[src/rtl/mem_arbiter.sv]
// mem_arbiter: round-robin arbiter sharing one memory port among cpu, acl and dma with a response watchdog
module mem_arbiter #(
  parameter int DATA_WIDTH = 32,
  parameter int ADDR_WIDTH = 28,
  parameter int TIMEOUT    = 255
) (
  input  logic                  clk,
  input  logic                  rst_n,
  input  logic                  cpu_req,
  input  logic                  cpu_wr_en,
  input  logic [ADDR_WIDTH-1:0] cpu_addr,
  input  logic [DATA_WIDTH-1:0] cpu_wdata,
  output logic                  cpu_gnt,
  output logic                  cpu_valid,
  output logic                  cpu_err,
  input  logic                  acl_req,
  input  logic                  acl_wr_en,
  input  logic [ADDR_WIDTH-1:0] acl_addr,
  input  logic [DATA_WIDTH-1:0] acl_wdata,
  output logic                  acl_gnt,
  output logic                  acl_valid,
  output logic                  acl_err,
  input  logic                  dma_req,
  input  logic                  dma_wr_en,
  input  logic [ADDR_WIDTH-1:0] dma_addr,
  input  logic [DATA_WIDTH-1:0] dma_wdata,
  output logic                  dma_gnt,
  output logic                  dma_valid,
  output logic                  dma_err,
  output logic [DATA_WIDTH-1:0] rdata,
  output logic [1:0]            owner,
  output logic                  busy,
  output logic                  mem_en,
  output logic                  mem_wr_en,
  output logic [ADDR_WIDTH-1:0] mem_addr,
  output logic [DATA_WIDTH-1:0] mem_wdata,
  input  logic [DATA_WIDTH-1:0] mem_rdata,
  input  logic                  mem_valid
);
  typedef enum logic [1:0] {IDLE, ISSUE, WAIT, RESP} state_t;
  state_t state, state_n;
  logic [1:0] ptr, p1, p2, win;
  logic [2:0] req, gnt_r, valid_r, err_r;
  logic [31:0] wd_cnt;
  logic any, act, wd_hit, sel_wr;
  logic [ADDR_WIDTH-1:0] sel_addr;
  logic [DATA_WIDTH-1:0] sel_wdata;
  assign req = {dma_req, acl_req, cpu_req};
  assign {dma_gnt, acl_gnt, cpu_gnt}       = gnt_r;
  assign {dma_valid, acl_valid, cpu_valid} = valid_r;
  assign {dma_err, acl_err, cpu_err}       = err_r;
  always_comb begin
    any       = |req;
    act       = (state == ISSUE) || (state == WAIT);
    // expiry is flagged in the cycle whose increment would bring the counter to TIMEOUT
    wd_hit    = (TIMEOUT != 0) && (wd_cnt == 32'(TIMEOUT - 1));
    p1        = (ptr == 2'd2) ? 2'd0 : ptr + 2'd1;
    p2        = (ptr == 2'd0) ? 2'd2 : ptr - 2'd1;
    win       = req[ptr] ? ptr : req[p1] ? p1 : p2;
    sel_wr    = (win == 2'd0) ? cpu_wr_en : (win == 2'd1) ? acl_wr_en : dma_wr_en;
    sel_addr  = (win == 2'd0) ? cpu_addr  : (win == 2'd1) ? acl_addr  : dma_addr;
    sel_wdata = (win == 2'd0) ? cpu_wdata : (win == 2'd1) ? acl_wdata : dma_wdata;
    state_n   = (state == IDLE) ? (any ? ISSUE : IDLE) :
                (state == RESP) ? IDLE :
                (mem_valid || wd_hit) ? RESP : WAIT;
  end
  always_ff @(posedge clk or negedge rst_n) begin
    if (!rst_n) begin
      state     <= IDLE;
      ptr       <= 2'd0;
      wd_cnt    <= '0;
      gnt_r     <= '0;
      valid_r   <= '0;
      err_r     <= '0;
      rdata     <= '0;
      owner     <= 2'd0;
      busy      <= 1'b0;
      mem_en    <= 1'b0;
      mem_wr_en <= 1'b0;
      mem_addr  <= '0;
      mem_wdata <= '0;
    end else begin
      state   <= state_n;
      busy    <= state_n != IDLE;
      mem_en  <= state_n == ISSUE;
      gnt_r   <= (state == IDLE && any) ? 3'(1) << win : '0;
      valid_r <= (act && mem_valid) ? 3'(1) << owner : '0;
      err_r   <= (act && !mem_valid && wd_hit) ? 3'(1) << owner : '0;
      if (state == IDLE && any) begin
        owner     <= win;
        ptr       <= (win == 2'd2) ? 2'd0 : win + 2'd1;
        mem_wr_en <= sel_wr;
        mem_addr  <= sel_addr;
        mem_wdata <= sel_wdata;
        wd_cnt    <= '0;
      end
      if (act && !mem_valid) wd_cnt <= wd_cnt + 32'd1;
      if (act && mem_valid && !mem_wr_en) rdata <= mem_rdata;
    end
  end
endmodule

[config.mk]
export PLATFORM = sky130hd
export DESIGN_NAME = mem_arbiter
export DESIGN_NICKNAME = d
export VERILOG_FILES = /design/src/rtl/mem_arbiter.sv
export SDC_FILE = /design/constraint.sdc
export NUM_CORES = 1
export LEC_CHECK = 0
export ABC_AREA = 1
export CAP_MARGIN = 25
export CORE_UTILIZATION = 40
export DETAILED_ROUTE_END_ITERATION = 7
export MAX_ROUTING_LAYER = met4
export PLACE_DENSITY = 0.87
export RECOVER_POWER = 25
export SYNTH_ARGS = -nofsm -noshare
export SYNTH_HDL_FRONTEND = slang
export SYNTH_SLANG_ARGS = --single-unit
[constraint.sdc]
create_clock -name clk -period 1.8 [get_ports clk]
set_input_delay 0.18 -clock clk [delete_from_list [all_inputs] [get_ports clk]]
set_output_delay 0.18 -clock clk [all_outputs]
set_load 0.03 [all_outputs]
Word-level counts from Yosys, hierarchy flattened. Index checks and enable logic that the tools add are counted.

Bits in registers: 142. Logic and storage cells: 68. Output and inout port bits: 106.

Reductions and logical operators: 15. Muxes and demuxes: 24. Equal/unequal tests: 8. $lt $le $gt $ge: 2. Shift-type cells: 2. $add $sub $neg: 4.

Operators with widths (count): $mux W32 (4); $mux W28 (2); $add A32 B1 Y32 const B (1); $eq A32 B8 Y1 const B (1); $mux W2 (7); $mux W3 (3); $eq A2 B2 Y1 const B (4); $eq A2 B1 Y1 const B (3); $logic_not A2 Y1 (3); $lt A2 B3 Y1 const B (2); $mux W1 (6); $shl A1 B2 Y3 const A (2); $logic_and A1 B1 Y1 (5); $add A2 B1 Y2 const B (2); $bmux W1 S2 (2); $reduce_bool A2 Y1 (2); $reduce_or A3 Y1 (1); $logic_not A1 Y1 (2); $logic_or A1 B1 Y1 (2); $sub A2 B1 Y2 const B (1).

Depth between registers and ports, before layout.
Word-level depth: 9. Mapped depth: 16. Mapped depth without buffers: 15.

Least setup slack after synthesis. No wires, ideal clock.

Path kind: register to register. Start point: register ptr[1]. End point: register mem_addr[0]. Cell stages (with the launch flop): 16. Data required time: 1.683 ns. Path slack: -0.070 ns. Arrival: 1.754 ns. Clock period less this slack: 1.870 ns. Library setup time: 0.117 ns. Cells stage by stage: dfrtp_1 inv_1 ha_1 inv_1 nand2_1 nand3_1 nand3_1 nand3_2 nand2_2 buf_6 nand2_8 buf_6 nand2_1 nand3_1 nand2_1 nand2_1.

Cells in the longest elaborated chain, start to end: 9. Elaborated cells between the ends (all ways): 16. Classes of those cells: add/sub (2); eq/ne (2); mux (10); reduce/logical (2).

Ends and longest elaborated chain: start: declaration (RTL line 42) `logic [1:0] ptr, p1, p2, win;`; start signal: assignment (RTL line 91) `ptr <= (win == 2'd2) ? 2'd0 : win + 2'd1;`; $add A2 B1 Y2 or $eq A2 B2 Y1 (tied branches) (RTL line 57) `p1 = (ptr == 2'd2) ? 2'd0 : ptr + 2'd1;`; $mux W2 (RTL line 57); $bmux W1 S2 (RTL line 59) `win = req[ptr] ? ptr : req[p1] ? p1 : p2;`; $mux W1 (not written as such) (RTL line 59); $mux W2 (RTL line 59); $mux W2 * (RTL line 59); $eq A2 B1 Y1 (RTL line 61) `sel_addr = (win == 2'd0) ? cpu_addr : (win == 2'd1) ? acl_addr : dma_addr;`; $mux W28 (RTL line 61); $mux W28 * (RTL line 61); end signal: assignment (RTL line 93) `mem_addr <= sel_addr;`; end: declaration (RTL line 35) `output logic [ADDR_WIDTH-1:0] mem_addr,`.

Every way passes the cells marked *; elsewhere a longest branch is shown, timed or not. The select of a mux whose other input is x is not followed. A chain may end at the register's enable or synchronous reset.

Final worst setup path.
Start point: register ptr[1]. End point: register mem_wdata[11].

Cells in the longest elaborated chain, start to end: 9. Elaborated cells between the ends (all ways): 16. Classes of those cells: add/sub (2); eq/ne (2); mux (10); reduce/logical (2).

Ends and longest elaborated chain: $add A2 B1 Y2 or $eq A2 B2 Y1 (tied branches) (RTL line 57); $mux W2 (RTL line 57); $bmux W1 S2 (RTL line 59); $mux W1 (not written as such) (RTL line 59); $mux W2 (RTL line 59); $mux W2 * (RTL line 59); $eq A2 B1 Y1 (RTL line 62) `sel_wdata = (win == 2'd0) ? cpu_wdata : (win == 2'd1) ? acl_wdata : dma_wdata;`; $mux W32 (RTL line 62); $mux W32 * (RTL line 62); end signal: assignment (RTL line 94) `mem_wdata <= sel_wdata;`; end: declaration (RTL line 36) `output logic [DATA_WIDTH-1:0] mem_wdata,`.

Marks and branches as above.

==> results.txt <==
The global-route wire length before repair came out at 42,700 um. At the pin with the least slew margin, the transition time is 1.17 ns. The min-delay analysis places its worst path in the category input pin to flip-flop. The clock-pin transition on the worst setup and hold timing paths is 0.06 ns, and the power density relative to cell area is 2100 mW/mm^2. The peak supply drop is 1.31 mV. The overall global routing resource usage came out at 28.2%. The final cell count without fillers is 1,671. For the finished layout, the period the worst path requires is 2.07 ns. The number of nets in the final layout was 1,621; the synthesized netlist cell count was 1,025. The total iterations of the first detailed-routing run was 5.

The critical path is of the flip-flop to flip-flop type. In this run the cell area of the synthesized design comes to 0.00792 mm^2. Setup violations remaining at the end of the flow were counted as 63. The tool flagged a number of max-cap violations equal to 0. TritonCTS built the clock tree. Counting along the longest clock path gives a buffer depth of 2.

Clock tree synthesis inserted a total of 17 buffers. In this run the worst path has a maximum fanout of 9. For this run, the leading register cell type out of synthesis is sky130_fd_sc_hd__dfrtp_1. The number of diodes added for antenna fixing was 0. Averaged over all synthesized cells, the footprint is 7.72 um^2. After detailed routing, the average wire length per cell comes to 18.5 um. For the worst-skew pair, the clock arrives at the later sink with an insertion delay of 0.42 ns. For the maximum clock skew at final layout, the log shows 0.00827 ns. The post-route antenna net violation count is 0. The flow ran to the end, but the final reports show violations. STA classifies the critical path startpoint as a flip-flop. The H-tree was split into 4 levels. The global route total overflow is 0, and the signed area change from the synthesized netlist to the final layout is 66.6%.

The number of sinks driven by the clock tree was 142; the height of the chip was 143 um. During I/O placement, the number of pins put on the boundary was 327. The pin count of the biggest net entering global routing is 48. The logs give -0.274 ns for the final critical-path setup slack and 38 for the count of different cell masters after synthesis. The routability congestion estimate from global placement was 1.01; the number of flops mapped to enable cells by yosys was 0.

Data on the critical path is required at its endpoint by 2.11 ns. The peak clock frequency supported by timing was 482 MHz; the layout cell share with drive strength beyond 1 was 17.6%. The Yosys step of the flow raised 0 warnings. The final reports fail on setup timing. Final hold violation count: 0. The core region is 0.0194 mm^2. The run gives 6.01 nW as the leakage power total. In this run the core area contains 51 standard-cell rows. STA puts the critical path data arrival time at 2.38 ns.

Setup repair after global routing could not meet its margin everywhere. In this run, synthesis produced a sequential element count of 142. Worst reg2reg path startpoint: ptr[1]$_DFFE_PN0P_. The number of slew-limit violations in the final report is 0.

After synthesis, flip-flops and latches occupy 44.9% of the total area. The initial utilization of the core area, before any placement, comes to 40.8%. Total number of vias: 8,762.

The cell sitting at the root of the clock tree is a sky130_fd_sc_hd__clkbuf_16. Initial antenna violation count: 0. The tools report the overall die area as 0.0204 mm^2.

The floorplan step set the die width to 143 um. The startpoint identified for the worst hold timing path is mem_rdata[0]. The detailed-route vias per instance is 5.24.

The tools report the number of global-route vias before repair as 8,331. The async set-reset flop share out of synthesis was 100%. Counting every net in the synthesized netlist gives 1,253. The layout has 1,476 filler cells.

The first routing iteration left 596 violations. Half-perimeter wire length of the detailed placement result: 20,100 um. The endpoint class of the critical path is a flip-flop. In the final timing run, aggregate negative setup slack is -13.37 ns.

In this run the tightest slew margin relative to its limit is 21.8%. The share of the clock period used by the worst path after layout is 115%, and the total DRC errors in the routed layout is 0. Count of input and output buffers: 326.

For this block, the routed nets add up to 30,900 um of wire. Tracing the worst setup path back leads to its startpoint at ptr[1]$_DFFE_PN0P_. In this run, placement finished with an instance count of 1,618.
-- cells by family after synthesis --
| group | share of synthesized area (%) |
|---|---|
| DFF | 44.9 |
| adders and majority gates | 1.11 |
| buffers and inverters | 9.63 |
| muxes | 4.55 |
| xor gates and xnor gates | 2.21 |
| and+or+nand+nor | 30.3 |
| AOI/OAI and AO/OA | 7.35 |
-- final timing paths --
check                                            end  slack (ns)  cells past startpoint
max in group asynchronous   mem_addr[14]$_DFFE_PN0P_        0.22                      3
max                        mem_wdata[11]$_DFFE_PN0P_       -0.27                     15
min in group asynchronous         err_r[1]$_DFF_PN0_        0.54                      2
min reg2reg                mem_wdata[30]$_DFFE_PN0P_        0.48                      2
max reg2reg                mem_wdata[11]$_DFFE_PN0P_       -0.27                     15
min                             rdata[0]$_DFFE_PN0P_        0.35                      2
-- worst max-delay path: stages, from the launching register on --
cell and delay, ns:
sky130_fd_sc_hd__dfrtp_1 0.39, sky130_fd_sc_hd__inv_2 0.13, sky130_fd_sc_hd__ha_4 0.21, sky130_fd_sc_hd__inv_8 0.06
sky130_fd_sc_hd__nand2_4 0.06, sky130_fd_sc_hd__nand3_4 0.07, sky130_fd_sc_hd__nand3_2 0.07, sky130_fd_sc_hd__nand3_2 0.11
sky130_fd_sc_hd__nand2_4 0.13, sky130_fd_sc_hd__buf_12 0.13, sky130_fd_sc_hd__nand2_8 0.11, sky130_fd_sc_hd__clkbuf_16 0.20
sky130_fd_sc_hd__nand2_1 0.06, sky130_fd_sc_hd__nand3_1 0.07, sky130_fd_sc_hd__nand2_1 0.08, sky130_fd_sc_hd__nand2_1 0.06
-- through the flow --
| stage | total power, mW | instance area (um^2) | worst slack [ns] | util, % | hold slack [ns] |
|---|---|---|---|---|---|
| 5_1_grt | 29.0 | 13200 | -0.361 | 68.0 | 0.352 |
| 2_1_floorplan | 14.5 | 7920 | 0.00311 | - | -0.116 |
| 6_report | 27.8 | 13200 | -0.274 | 68.0 | 0.349 |
| 3_3_place_gp | 19.7 | 11700 | -0.224 | 60.5 | 0.141 |
| 3_5_place_dp | 20.1 | 11700 | -0.304 | 60.5 | 0.146 |
| 4_1_cts | 26.0 | 12800 | -0.159 | 65.7 | 0.263 |
-- synthesized netlist by cell type, types with 6 or more instances --
cell,n,area (um^2)
sky130_fd_sc_hd__nand2_1,330,1240
sky130_fd_sc_hd__dfrtp_1,142,3550
sky130_fd_sc_hd__nand3_1,137,686
sky130_fd_sc_hd__inv_1,106,398
sky130_fd_sc_hd__a21oi_1,64,320
sky130_fd_sc_hd__nor2_1,36,135
sky130_fd_sc_hd__mux2_2,31,349
sky130_fd_sc_hd__nor3_1,24,120
sky130_fd_sc_hd__o21ai_0,22,110
sky130_fd_sc_hd__buf_2,19,95.1
sky130_fd_sc_hd__xor2_1,17,149
sky130_fd_sc_hd__clkbuf_1,16,60.1
sky130_fd_sc_hd__buf_6,13,146
sky130_fd_sc_hd__o22ai_1,13,81.3
sky130_fd_sc_hd__nand4_1,11,68.8
sky130_fd_sc_hd__ha_1,7,87.6
sky130_fd_sc_hd__buf_4,6,45.0
-- layer usage --
layer / vias up / global-route usage (%) / wire, um
met2: 472 / 46.9 / 15000
met4: 0 / 13.3 / 1690
met3: 131 / 6.61 / 2580
li1: 4046 / - / -
met1: 4113 / 32.1 / 11600
met5: - / - / 0
-- cells in the final DEF (no fill, tap or decap), types with 12 or more instances in the layout --
cell type,n
sky130_fd_sc_hd__nand3_2,18
sky130_fd_sc_hd__buf_4,42
sky130_fd_sc_hd__nand3_1,118
sky130_fd_sc_hd__nand2_2,22
sky130_fd_sc_hd__xor2_1,17
sky130_fd_sc_hd__nor2_1,30
sky130_fd_sc_hd__dfrtp_1,140
sky130_fd_sc_hd__clkbuf_16,23
sky130_fd_sc_hd__o22ai_1,12
sky130_fd_sc_hd__a21oi_1,41
sky130_fd_sc_hd__nand2_1,301
sky130_fd_sc_hd__mux2_2,31
sky130_fd_sc_hd__buf_12,15
sky130_fd_sc_hd__a21oi_2,24
sky130_fd_sc_hd__clkdlybuf4s50_1,325
sky130_fd_sc_hd__inv_1,103
sky130_fd_sc_hd__o21ai_0,21
sky130_fd_sc_hd__nor3_1,19
-- flip-flops by register name (all words and copies together) (netlist names), 2 cells and up --
register / cells
err_r: 3
rdata: 32
gnt_r: 3
state: 2
ptr: 2
wd_cnt: 32
owner: 2
valid_r: 3
mem_wdata: 32
mem_addr: 28
-- cell type report --
type | instances | area (um^2) | area share [%]
inverters | 110 | 430 | 3.26
repair buffers | 403 | 4240 | 32.2
clock buffers | 21 | 480 | 3.64
multi-input cells | 719 | 4000 | 30.3
flip-flops and latches | 142 | 3560 | 27.0
clock inverters | 11 | 153 | 1.16
well taps | 265 | 332 | 2.51
-- what timing repair did --
| item | 4_1_cts | 5_1_grt |
|---|---|---|
| setup endpoints to repair | 71 | 115 |
| pin swaps | 7 | 20 |
| cloned | 4 | 8 |
| hold buffers | 1 | 0 |
| buffers inserted | 10 | 1 |
| gates resized for setup | 35 | 97 |
| hold endpoints to repair | 41 | 0 |
-- report_power, final --
part | switching (mW) | internal (mW) | leakage [nW] | total, mW
clock | 1.42 | 2.34 | 0.303 | 3.76
sequential | 0.742 | 4.46 | 1.79 | 5.20
combinational | 10.8 | 8.04 | 3.92 | 18.8
Note: power is estimated with default switching activity, not from simulation.
